===== src/rtl/sensor_pkg.sv =====
// Shared definitions for the HC-SR04 ultrasonic ranger and its downstream
// distance-mapping logic: FSM encoding, clamp bounds and the index mapping.
package sensor_pkg;

    typedef enum logic [2:0] {
        ESPERA     = 3'd0,
        DISPARO    = 3'd1,
        ESPERA_ECO = 3'd2,
        MIDE       = 3'd3,
        CALC       = 3'd4
    } estado_t;

    localparam int          CM_BITS     = 9;
    localparam logic [8:0]  CM_MAX      = 9'd511;
    localparam logic [8:0]  DIST_MIN_CM = 9'd5;
    localparam logic [8:0]  DIST_MAX_CM = 9'd15;
    localparam logic [8:0]  IDX_MAX     = 9'd10;

    // Map a distance in cm onto the ROM index 0..IDX_MAX (distance minus 5 cm, clamped).
    function automatic logic [8:0] mapear_distancia(input logic [8:0] cm);
        if (cm <= DIST_MIN_CM)
            return '0;
        else if (cm >= DIST_MAX_CM)
            return IDX_MAX;
        else
            return cm - DIST_MIN_CM;
    endfunction

endpackage


===== src/rtl/sincronizador.sv =====
// Two-flop synchronizer for a single asynchronous input bit.
module sincronizador (
    input  logic clk,
    input  logic rst,
    input  logic d,
    output logic q
);

    logic meta;

    // Two back-to-back flops give the first stage a full cycle to settle.
    // NOTE: sequential state uses non-blocking assignments so every flop samples pre-edge values.
    always_ff @(posedge clk or posedge rst) begin
        if (rst) begin
            meta <= 1'b0;
            q    <= 1'b0;
        end else begin
            meta <= d;
            q    <= meta;
        end
    end

endmodule


===== src/rtl/sensor_ultrasonico.sv =====
// HC-SR04 controller: periodic trigger pulse, echo-width measurement in whole
// centimetres, timeout detection and mapping to a 0..10 ROM index.
module sensor_ultrasonico
    import sensor_pkg::*;
#(
    parameter int unsigned TRIG_CYC    = 1000,
    parameter int unsigned CYC_PER_CM  = 5800,
    parameter int unsigned PERIOD_CYC  = 6000000,
    parameter int unsigned TIMEOUT_CYC = 2500000
) (
    input  logic       clk,
    input  logic       rst,
    input  logic       echo,
    output logic       trigger,
    output logic [8:0] distancia,
    output logic [8:0] distancia_cm,
    output logic       valido,
    output logic       sin_eco
);

    localparam logic [31:0] TRIG_M1    = 32'(TRIG_CYC - 1);
    localparam logic [31:0] CPC_M1     = 32'(CYC_PER_CM - 1);
    localparam logic [31:0] PERIOD_M1  = 32'(PERIOD_CYC - 1);
    localparam logic [31:0] TIMEOUT_M1 = 32'(TIMEOUT_CYC - 1);

    estado_t     state, state_n;
    logic        echo_s, echo_d, echo_rise;
    logic [31:0] cnt, presc, presc_n;
    logic [8:0]  cm, cm_n;
    logic        cnt_clr, inicia, fin_ok, fin_to;

    sincronizador u_sync (
        .clk (clk),
        .rst (rst),
        .d   (echo),
        .q   (echo_s)
    );

    assign echo_rise = echo_s & ~echo_d;
    assign trigger   = (state == DISPARO);

    // State register.
    always_ff @(posedge clk or posedge rst) begin
        if (rst) state <= ESPERA;
        else     state <= state_n;
    end

    // Next-state decode and single-cycle control strobes.
    // NOTE: every signal gets a default before the case so no path can infer a latch.
    always_comb begin
        state_n = state;
        cnt_clr = 1'b0;
        inicia  = 1'b0;
        fin_ok  = 1'b0;
        fin_to  = 1'b0;
        case (state)
            ESPERA: if (cnt == PERIOD_M1) begin
                state_n = DISPARO;
                cnt_clr = 1'b1;
            end
            DISPARO: if (cnt == TRIG_M1) begin
                state_n = ESPERA_ECO;
                cnt_clr = 1'b1;
            end
            ESPERA_ECO: begin
                if (echo_rise) begin
                    state_n = MIDE;
                    inicia  = 1'b1;
                end else if (cnt == TIMEOUT_M1) begin
                    state_n = ESPERA;
                    cnt_clr = 1'b1;
                    fin_to  = 1'b1;
                end
            end
            MIDE: begin
                if (!echo_s) begin
                    state_n = CALC;
                end else if (cnt == TIMEOUT_M1) begin
                    state_n = ESPERA;
                    cnt_clr = 1'b1;
                    fin_to  = 1'b1;
                end
            end
            CALC: begin
                state_n = ESPERA;
                cnt_clr = 1'b1;
                fin_ok  = 1'b1;
            end
            default: begin
                state_n = ESPERA;
                cnt_clr = 1'b1;
            end
        endcase
    end

    // Prescaler step; the rising-edge cycle already counts as one echo-high cycle.
    always_comb begin
        logic [31:0] p_src;
        logic [8:0]  c_src;
        p_src   = inicia ? 32'd0 : presc;
        c_src   = inicia ? 9'd0  : cm;
        presc_n = p_src + 32'd1;
        cm_n    = c_src;
        if (p_src == CPC_M1) begin
            presc_n = '0;
            cm_n    = (c_src == CM_MAX) ? c_src : c_src + 9'd1;
        end
    end

    // Counters, edge-detect history and registered result outputs.
    always_ff @(posedge clk or posedge rst) begin
        if (rst) begin
            echo_d       <= 1'b0;
            cnt          <= '0;
            presc        <= '0;
            cm           <= '0;
            distancia    <= '0;
            distancia_cm <= '0;
            valido       <= 1'b0;
            sin_eco      <= 1'b0;
        end else begin
            echo_d <= echo_s;
            if (cnt_clr)     cnt <= '0;
            else if (inicia) cnt <= 32'd1;
            else             cnt <= cnt + 32'd1;
            if (inicia || (state == MIDE && echo_s)) begin
                presc <= presc_n;
                cm    <= cm_n;
            end
            valido  <= fin_ok;
            sin_eco <= fin_to;
            if (fin_ok) begin
                distancia_cm <= cm;
                distancia    <= mapear_distancia(cm);
            end
        end
    end

endmodule


===== config.mk =====
export PLATFORM = sky130hd
export DESIGN_NAME = sensor_ultrasonico
export DESIGN_NICKNAME = d
export VERILOG_FILES = /design/src/rtl/sensor_pkg.sv /design/src/rtl/sincronizador.sv /design/src/rtl/sensor_ultrasonico.sv
export SDC_FILE = /design/constraint.sdc
export NUM_CORES = 1
export LEC_CHECK = 0
export CORE_AREA = 2 2 121 123
export CTS_CLUSTER_DIAMETER = 120
export DETAILED_ROUTE_END_ITERATION = 12
export DIE_AREA = 0 0 123 125
export SYNTH_ARGS = -nofsm -noshare
export SYNTH_HDL_FRONTEND = slang
export SYNTH_SLANG_ARGS = --single-unit
export TNS_END_PERCENT = 5

===== constraint.sdc =====
create_clock -name clk -period 5.25 [get_ports clk]
set_input_delay 1.05 -clock clk [delete_from_list [all_inputs] [get_ports clk]]
set_output_delay 1.05 -clock clk [all_outputs]
set_load 0.01 [all_outputs]

==> summary.txt <==
Global route
  – Vias in the first global route: 4496
  – First-pass GRT wire length: 22.1 mm
  – Largest net degree at the start of global routing: 73
  – Initial antenna violation count: 0
  – Gr usage total: 17.7%
  – Total grt overflow: 0

Synthesis
  – Post-synthesis cell count: 619
  – Synth Warn #: 0
  – Post-Synth Simple-Gate Area: 29.7%
  – Post-Syn Nets: 628
  – Asr flop ratio synth: 100%
  – Synth Area in XOR/XNOR: 6.13%
  – Synth cell count leaders: dfrtp_1, nand2_1, nor3_1
  – Post-synthesis adder-cell area fraction: 1.35%
  – Avg Inst Size Synth: 8.99 um^2
  – Primary FF master, synth: dfrtp_1
  – Main combinational cell family by area after synthesis: simple AND/OR/NAND/NOR gates
  – Dominant cells by area after synthesis: dfrtp_1, nand2_1, xnor2_1
  – Number of synthesized flops with an enable pin: 0
  – Share of the synthesized area in the top cell type: 44.5%
  – Post-synth design cell area: 0.00557 mm^2
  – Compound-cell area share of the yosys netlist: 12.0%
  – Count of different cell masters after synthesis: 68
  – Top-count cell post-synth: dfrtp_1
  – Post-synthesis sequential area ratio: 44.5%
  – Mux cell area share after synthesis: 1.35%
  – Number of synthesized register bits: 99
  – Area leader, netlist: dfrtp_1

Timing
  – Slew headroom: 40.4%
  – RSZ-0062 raised after global routing: false
  – Worst-Margin Slew: 894 ps
  – Period utilisation layout: 66.1%
  – Hold Vio Cnt, Final: 0
  – Setup violators final: 0
  – Clock skew: 12.1 ps
  – TNS Setup: 0 ps
  – F_max: 288 MHz
  – Slew Viols, Final: 0
  – Min Clock Period, post-route: 3470 ps
  – Tightest hold margin: 354 ps

Drt
  – Vias/cell: 5.82
  – Final wirelength: 12.9 mm
  – ANT nets after route: 0
  – Top Layer Used: met4
  – Met3 wire length: 451 um
  – Routed len/inst: 16.0 um
  – Remaining DRCs: 0
  – DR WL met2: 6.16 mm
  – Wl on met1: 6.07 mm
  – Pre-Repair DR Iteration Count: 4
  – Routed vias: 4710
  – Initial DRC Count: 247

Cells and area
  – Net count, final: 629
  – Layout cell share with drive strength beyond 1: 7.20%
  – Antenna diode count: 0
  – Layout area overhead: 11.1%

CTS
  – Post_cts resized: 0
  – Deepest clock path buffer count: 2
  – CTS root buf: clkbuf_16
  – Clk sink count: 99
  – Clock-pin slew on the worst setup and hold paths: 70 ps
  – Worst-skew pair later-pin latency: 360 ps
  – CTS tree: done
  – CTS buffer count: 9
  – Cts hold-fix bufs: 0
  – Post-CTS setup buffers: 0
  – # H-tree levels: 3

Worst setup path
  – Setup CP Type: reg2reg
  – Startpoint types: register
  – Crit path max fanout: 25
  – CP Data Arrival Time: 3730 ps
  – Crit path cell chain: nor3b_1, nand2_1, and2_1, ha_1, and2_1, o211ai_1, or3_1, a31oi_1, a311oi_1
  – Critical Path Max Stage Delay: 750 ps
  – Setup crit end kind: register
  – Slowest cell on crit path: or3_1
  – Data required, critical path: 5510 ps
  – Critical Path Most Common Cell: and2_1

Run
  – Max-cap violations: 0

Min path
  – Hold Path Class: reg2reg

Power
  – PD cells: 242 mW/mm^2
  – P_leak: 2.58 nW
  – Max rail drop VDD: 0.124 mV

Placed design
  – Final GP Congestion: 0.801
  – Port buffer count: 23
  – HPWL Detailed: 8.48 mm

Floorplanning
  – Row count: 44
  – I/O pins: 24
  – Die ar.: 0.0154 mm^2
  – Starting Density: 39.2%
  – Die height: 125 um
  – Die width: 123 um
  – Total core area: 0.0142 mm^2

Outcome
  – Outcome: completed
-- cells by family after synthesis --
family	Yosys count
xor+xnor	39
compound gates	100
fa+ha+maj	6
flops	99
simple gates	314
mux	7
buf+inv	54
-- per-layer routing --
metal	up-vias	track usage [%]
met5	-	0
met4	0	7.22
met3	20	2.69
met2	87	28.1
met1	2348	24.0
li1	2255	-
-- power by group --
group	leakage [nW]	switching, mW	internal, mW
clock	0.155	0.310	0.403
sequential	1.36	0.00105	0.763
combinational	1.06	0.0172	0.00321
-- worst max-delay path, delay by kind of cell, from the launching register on --
family | cells | cell delay, ps
AOI/OAI and AO/OA | 3 | 610
and+or+nand+nor | 5 | 2070
adders and majority gates | 1 | 220
DFF | 1 | 460
-- per-stage QoR --
step | instances | area (um^2) | worst slack [ps] | utilization [%] | power [mW]
floorplan | 619 | 5570 | 1610 | - | 0.794
global route | 809 | 6180 | 1400 | 43.5 | 1.54
CTS | 809 | 6180 | 1750 | 43.5 | 1.51
global placement | 793 | 5870 | 1930 | 41.3 | 0.801
detailed placement | 793 | 5870 | 1760 | 41.3 | 0.801
finish | 809 | 6180 | 1780 | 43.5 | 1.50
-- final timing paths --
check                      depth (start not counted)  slack [ps]         endpoint   startpoint
min in group asynchronous                          2        1240  distancia_cm[6]          rst
max in group asynchronous                          3        3110        presc[11]          rst
hold / removal                                     0         350         u_sync.q  u_sync.meta
hold reg to reg                                    0         350         u_sync.q  u_sync.meta
setup / recovery                                   9        1780         presc[3]     state[0]
setup reg to reg                                   9        1780         presc[3]     state[0]
-- placed cells by master (no fill, tap or decap), types with 7 or more instances in the layout --
cell	n
nand4_1	19
buf_4	7
xnor2_1	29
clkdlybuf4s50_1	23
nand2_1	72
clkbuf_16	9
inv_1	12
nand3_1	31
xor2_1	10
or4_1	12
dfrtp_1	99
a31oi_1	10
and3_1	15
nand2b_1	7
o21ai_0	25
nor4_1	24
nor2_1	45
nor3_1	46
a21oi_1	19
-- final cells by class --
type	instances	area, um^2
clock buffers	11	253
clock inverters	5	66.3
fillers	1376	8020
inverters	14	55.1
multi-input cells	466	2820
flip-flops and latches	99	2480
well taps	184	230
repair buffers	30	283
-- registers in the layout (all words and copies together), names as in the netlist --
| signal | cells |
|---|---|
| cnt | 32 |
| presc | 32 |
| cm | 9 |
| distancia | 9 |
| distancia_cm | 9 |
| state | 3 |
| echo_d | 1 |
| sin_eco | 1 |
| u_sync.meta | 1 |
| u_sync.q | 1 |
| valido | 1 |
Power figures use the tool's default switching activity.
